### config.mk
export PLATFORM = sky130hd
export DESIGN_NAME = regfile_2r1w
export DESIGN_NICKNAME = d
export VERILOG_FILES = /design/src/rtl/regfile_2r1w.sv
export SDC_FILE = /design/constraint.sdc
export NUM_CORES = 2
export LEC_CHECK = 0
export ABC_AREA = 0
export BUFFER_PORTS_ARGS = -buffer_cell sky130_fd_sc_hd__buf_2
export CAP_MARGIN = 30
export CORE_UTILIZATION = 37
export CTS_CLUSTER_SIZE = 30
export DETAILED_ROUTE_END_ITERATION = 7
export PLACE_DENSITY_LB_ADDON = 0.12
export SLEW_MARGIN = 20
export SYNTH_ARGS = -nofsm -noshare
export SYNTH_HDL_FRONTEND = slang
export SYNTH_SLANG_ARGS = --single-unit
### constraint.sdc
create_clock -name clk -period 3.2 [get_ports clk]
set_input_delay 0.96 -clock clk [delete_from_list [all_inputs] [get_ports clk]]
set_output_delay 0.96 -clock clk [all_outputs]
set_load 0.01 [all_outputs]
### src/rtl/regfile_2r1w.sv
// Two-read/one-write register file with registered, write-bypassed reads and a one-entry-per-cycle clear sweep.
// Optional REGFILE_ZERO_REG_EN hardwires entry 0 to zero.
module regfile_2r1w #(
  parameter int unsigned DATA_W = 32,
  parameter int unsigned DEPTH  = 32,
  parameter int unsigned ADDR_W = 5
) (
  input  logic              clk,
  input  logic              reset_,
  input  logic              we_,
  input  logic [ADDR_W-1:0] wr_addr,
  input  logic [DATA_W-1:0] wr_data,
  input  logic              rd0_re_,
  input  logic [ADDR_W-1:0] rd0_addr,
  output logic [DATA_W-1:0] rd0_data,
  input  logic              rd1_re_,
  input  logic [ADDR_W-1:0] rd1_addr,
  output logic [DATA_W-1:0] rd1_data,
  input  logic              clr_,
  output logic              busy
);

  localparam int unsigned CMP_W = ADDR_W + 1;
  localparam logic [CMP_W-1:0]  DEPTH_C = CMP_W'(DEPTH);
  localparam logic [ADDR_W-1:0] LAST_C  = ADDR_W'(DEPTH - 1);

  typedef enum logic {IDLE, CLEAR} state_t;

  state_t              state;
  logic [ADDR_W-1:0]   clr_cnt;
  logic [DATA_W-1:0]   mem [DEPTH];
  logic                wr_ok;

  function automatic logic in_range(input logic [ADDR_W-1:0] a);
    return {1'b0, a} < DEPTH_C;
  endfunction

  function automatic logic is_zero_reg(input logic [ADDR_W-1:0] a);
`ifdef REGFILE_ZERO_REG_EN
    return a == '0;
`else
    return (a == '0) && 1'b0;
`endif
  endfunction

  // Write-first bypass, then storage, then zero for out-of-range addresses.
  function automatic logic [DATA_W-1:0] rd_val(input logic [ADDR_W-1:0] a);
    logic [DATA_W-1:0] v;
    v = '0;
    if (!we_ && (wr_addr == a)) v = wr_data;
    else if (in_range(a))       v = mem[a];
    if (is_zero_reg(a))         v = '0;
    return v;
  endfunction

  assign wr_ok = !we_ && in_range(wr_addr) && !is_zero_reg(wr_addr);

  always_ff @(posedge clk or negedge reset_) begin
    if (!reset_) begin
      for (int i = 0; i < int'(DEPTH); i++) mem[i] <= '0;
      rd0_data <= '0;
      rd1_data <= '0;
      busy     <= 1'b0;
      state    <= IDLE;
      clr_cnt  <= '0;
    end else begin
      case (state)
        IDLE: begin
          if (!rd0_re_) rd0_data <= rd_val(rd0_addr);
          if (!rd1_re_) rd1_data <= rd_val(rd1_addr);
          // Clear request wins over a write in the same cycle.
          if (!clr_) begin
            state   <= CLEAR;
            busy    <= 1'b1;
            clr_cnt <= '0;
          end else if (wr_ok) begin
            mem[wr_addr] <= wr_data;
          end
        end
        CLEAR: begin
          mem[clr_cnt] <= '0;
          if (clr_cnt == LAST_C) begin
            state   <= IDLE;
            busy    <= 1'b0;
            clr_cnt <= '0;
          end else begin
            clr_cnt <= clr_cnt + ADDR_W'(1);
          end
        end
        default: begin
          state <= IDLE;
          busy  <= 1'b0;
        end
      endcase
    end
  end

endmodule

* Yosys cells after proc, flatten, opt, wreduce, memory -nomap -nowiden *
Index checks and enable logic that the tools add are counted.

operators by class
  add/sub/neg operators = 1
  order comparisons = 6
  eq/ne operators = 7
  mux-type cells = 25
  bitwise gates (word level) = 9
  reductions and logical operators = 9

operators with widths
  operator                                                     count
  two-way mux 1024 bit                                         2
  case mux 1024 bit (2 select lines)                           1
  AND 1024 bit                                                 1
  bitwise mux 1024 bit                                         1
  inverter 1024 bit                                            1
  binary-select mux 32 bit (select 5 bit)                      2
  demux 32 bit (select 5 bit)                                  2
  two-way mux 32 bit                                           8
  greater-or-equal comparator 6 bit (second input constant)    4
  inverter 5 -> 6 bit                                          4
  less-than comparator 6 x 1 -> 1 bit (second input constant)  2
  == test 5 bit                                                2
  two-way mux 5 bit                                            2
  case mux 5 bit (2 select lines)                              1
  AND reduction 2 bit                                          4
  inequality test 2 bit (second input constant)                3
  adder 5 x 1 -> 5 bit (second input constant)                 1
  == test 5 bit (second input constant)                        1
  logical AND 1 bit                                            4
  two-way mux 1 bit                                            4
  case mux 1 bit (2 select lines)                              2
  inverter 1 bit                                               3
  inequality test 2 x 1 -> 1 bit (second input constant)       1
  zero test 1 bit                                              1

word-level totals
  register bits after elaboration = 1,095
  bits of input ports = 53
  output and inout port bits = 65
  word-level logic and storage cells = 94

* Longest topological paths before layout *
  depth in word-level cells = 9
  gate-level depth with buffers = 11
  gate-level depth less buffers = 6

* Least setup slack after synthesis *
Ideal clock, no wire load.

  kind = input-to-reg
  start point = in rd1_addr[0]
  end point = reg rd1_data[22]
  setup time = 131 ps
  arrival time = 2,822 ps
  required time = 3,069 ps
  setup slack = 247 ps
  stages on the path = 8
  path buffers = 4
  cell sequence = buf_2 > buf_2 > buf_4 > buf_2 > mux4_2 > a22o_1 > o21ai_0 > nand3_1

between the ends
  word-level cells in the longest chain between the ends = 5
  elaborated cells on any way between the ends = 7
  classes of those cells = eq/ne (1); mux (4); bitwise (1); reduce/logical (1)

RTL lines
  what                                                   line  RTL
  start: declaration                                     17    input logic [ADDR_W-1:0] rd1_addr,
  inverter 5 -> 6 bit (implied by the code)              51    else if (in_range(a)) v = mem[a];
  binary-select mux 32 bit (select 5 bit)                51
  two-way mux 32 bit (implied by the code) (2 in a row)  51
  two-way mux 32 bit *                                   50    if (!we_ && (wr_addr == a)) v = wr_data;
  end signal: assignment                                 70    if (!rd1_re_) rd1_data <= rd_val(rd1_addr);
  end: declaration                                       18    output logic [DATA_W-1:0] rd1_data,

Every way passes the cells marked *; elsewhere a longest branch is shown, timed or not. The select of a mux whose other input is x is not followed.
A chain may end at the register's enable or synchronous reset.

* Worst setup path in the final report *
  start point = reg state
  end point = reg mem[265] in the netlist's numbering

between the ends
  word-level cells in the longest chain between the ends = 3
  elaborated cells on any way between the ends = 5
  classes of those cells = eq/ne (2); mux (1); bitwise (1); reduce/logical (1)

RTL lines
  what                             line  RTL
  start: declaration               29    state_t state;
  start signal: assignment         64    state <= IDLE;
  start signal: assignment         73    state <= CLEAR;
  start signal: assignment         83    state <= IDLE;
  inverter 1 bit (no line)         --
  inequality test 2 bit (no line)  --
  AND reduction 2 bit (no line)    --
  end signal: indexed assignment   77    mem[wr_addr] <= wr_data;
  end: declaration                 31    logic [DATA_W-1:0] mem [DEPTH];

Several ways; a longest one is shown, not always the timed one.

==> run metrics <==
most common cell after layout, fill and taps aside dfrtp_1; sw frac 0.308; worst skew pair latency between 0.7 and 0.8 ns; overall fraction of global-route tracks in use 0.316; final wirelength ~240000 um; Post-Place Worst Slack -0.116 ns; I/O Pins roughly 120; Pwr Density roughly 580 nW/um2; Data arrival, critical path 3.35 ns; placed cell count 5753; die height 387 um; Worst Path Max Fanout 12; Main synth FF type dfrtp_1; setup ws final ~0.49 ns; Area growth, synth to finish 19.2%; largest cells by area after synthesis dfrtp_1, mux4_2, a22o_1; total power roughly 38 mW; Synthesized Nets 3875; die area ~150000 um2; final core utilization 0.444; first-pass detailed-route iteration total 7; Gate power share 0.189; most frequent cells in the layout dfrtp_1, a22o_1, mux4_2; largest family of logic cells by synthesized area multiplexers; worst-path cell chain buf_4 > and2_1 > a21oi_4 > buf_4 > a22o_1; via-per-instance ratio roughly 7; vias in the first global route ~42k; RSZ-0062 raised after global routing false; Initial DRC Count approximately 4.7k; Int Pwr 26.5 mW; post-synth top area share 0.498; Max Slew Vio Count 0; crit path max-delay cell type and2_1; TritonCTS Buffers ~130; maxcap violations 0; Worst slew margin 0.294; share of synthesized registers carrying an async set or reset 1.00; post-layout min period around 2.7 ns; Synth cell types 51; complex-gate fraction of the synthesized area 0.205; CP peak stage delay 0.75 ns; reg-to-reg startpoint state; synthesized area 55000 um2; Initial Util 0.372; wire length per cell 39.6 um; first-pass GRT wire length 338000 um; peak supply drop between 0.4 and 0.5 mV; CTS clk-pin slew, worst paths approximately 0.060 ns; Worst Setup Start Kind register; sequential fraction of the synthesis area 0.498; met3 Usage GRT 0.0656; TritonCTS clock tree done; buffers added on ports about 120; Placer Congestion between 0.8 and 0.9; Clock Tree Root clkbuf_16; Placed Area 61200 um2; # nets final 4014; std cell rows approximately 140; Critical Path Sink Type register; fin crit share 0.846; proportion of synthesized area in mux cells 0.234; DIE WIDTH around 390 um; Synth Area in Simple Gates 0.0193; depth of the most critical reg-to-reg path 5; GR Util met2 0.473; Finish-stage setup viols 0; WHS ~0.048 ns; Core Box Area around 150000 um2; CTS H-tree lvls 4; fin area 65500 um2; GR Util met1 0.446; Tightest Hold Check Type in -> async; fmax ~370 MHz; Avg Synthesized Cell Area between 10 and 15 um2; R2R Path End mem[265]; EDFF count, synth 0; layout cell share with drive strength beyond 1 0.334; final std cells w/o fill ~6k; LEAKAGE slightly below 30 nW; r2r setup slk roughly 0.49 ns; global route hottest layer met2; status complete, no violations; Post-DRT Antenna Nets 0; xor/xnor share of the synthesized area 0.00191; Worst-Margin Slew between 1 and 1.5 ns; Bufs and invs on worst path 2; Post-Synth Adder-Cell Area 0.00114; vias post-DR between 40k and 50k; Remaining Overflow, GRT 0; CP Class reg -> reg; area leader, netlist dfrtp_1; most used cell, CP buf_4; hold_buf cts 0; sw power roughly 12 mW; clk sink count approximately 1.1k; Flop pwr share 0.414; # Post-CTS Setup Buffers 0; Synth warnings 0; Final TNS setup 0 ns; CTS resizes 0; clock power share 0.397; initial antenna violation count 8; cell family with most CP delay simple AND/OR/NAND/NOR gates; Final Skew about 0.038 ns; DPL Wire Length 146000 um; Yosys reg bits ~1.1k; DRC Markers 0; maximum clock insertion buffer count 3; Gate Count Post-Synth 3817; Crit path required time about 3.8 ns; final hold violations 0; largest net degree at the start of global routing 88
-- synthesized netlist by cell type, types with 2 or more instances --
library cell  instances
dfrtp_1            1095
nand2_1              35
a211o_1               9
o21a_1               10
nor2_2                8
or3b_2                4
a221o_1              24
mux2i_1              61
o221ai_1              5
nor3b_1               3
o21ai_1              40
nor4_1               24
xor2_1                7
nand3b_1              4
xnor2_1               5
inv_1                 6
buf_1                60
buf_8                 3
buf_6                12
and3_1                2
a22oi_1              40
buf_2                76
nand3_1               9
nand2b_1              2
o22ai_1              92
a22o_1             1044
a221oi_1             28
a21oi_1              34
mux4_2              543
ha_1                  5
o21ai_0              13
nor2_1              100
a211oi_1             11
and2_1                8
nor2b_1               4
buf_4                12
or3_1                 4
and3b_1               3
clkbuf_1            360
-- worst reg2reg max path: stages, from the launching register on --
cell     delay (ns)
dfrtp_1        0.58
buf_4          0.26
and2_1         0.75
a21oi_4        0.44
buf_4          0.35
a22o_1         0.20
-- state kept, by name, summed over array words and instances (netlist names) --
signal    cells
busy          1
clr_cnt       5
mem        1024
rd0_data     32
rd1_data     32
state         1
-- per-layer routing --
metal / wire length (um) / vias to the layer above / share of wire
met3: 20400 / 501 / 0.086
li1: - / 15943 / -
met1: 99000 / 22662 / 0.42
met5: 63 / - / 0.00027
met4: 11100 / 8 / 0.047
met2: 107000 / 2367 / 0.45
-- cell type report --
class	count	area (um2)
fill	13054	82100
sequential	1095	27400
clock buffer	195	3890
antenna	4	10.0
tap	1930	2410
inverter	7	28.8
multi-input combinational	2192	25900
clock inverter	35	407
timing repair buffer	529	5450
-- worst max path at each step --
stage | endpoint | start | cells after the start | slack, ns
CTS | mem[265] | state | 5 | 0.53
detailed placement | rd0_data[7] | rd0_addr[0] | 8 | -0.12
floorplan | rd1_data[22] | rd1_addr[0] | 8 | 0.25
finish | mem[265] | state | 5 | 0.49
global route | mem[265] | state | 5 | 0.47
global placement | rd0_data[2] | rd0_addr[0] | 8 | -0.1
-- power by group through the flow --
stage | registers [mW] | clock network, mW | logic [mW]
after floorplan | 15.7 | 0 | 3.33
after global placement | 16.1 | 0 | 7.07
after detailed placement | 16.1 | 0 | 7.17
after CTS | 15.9 | 15.4 | 7.18
after global routing | 16.0 | 16.0 | 7.52
final | 15.9 | 15.2 | 7.24
-- kinds of logic after synthesis --
logic type | after synthesis
multiplexers | 604
adder cells (fa/ha/maj) | 5
AND/OR/NAND/NOR | 218
flip-flops | 1095
AO/OA/AOI/OAI | 1353
XOR/XNOR | 12
buffers and inverters | 530
(Power assumes the default switching activity.)
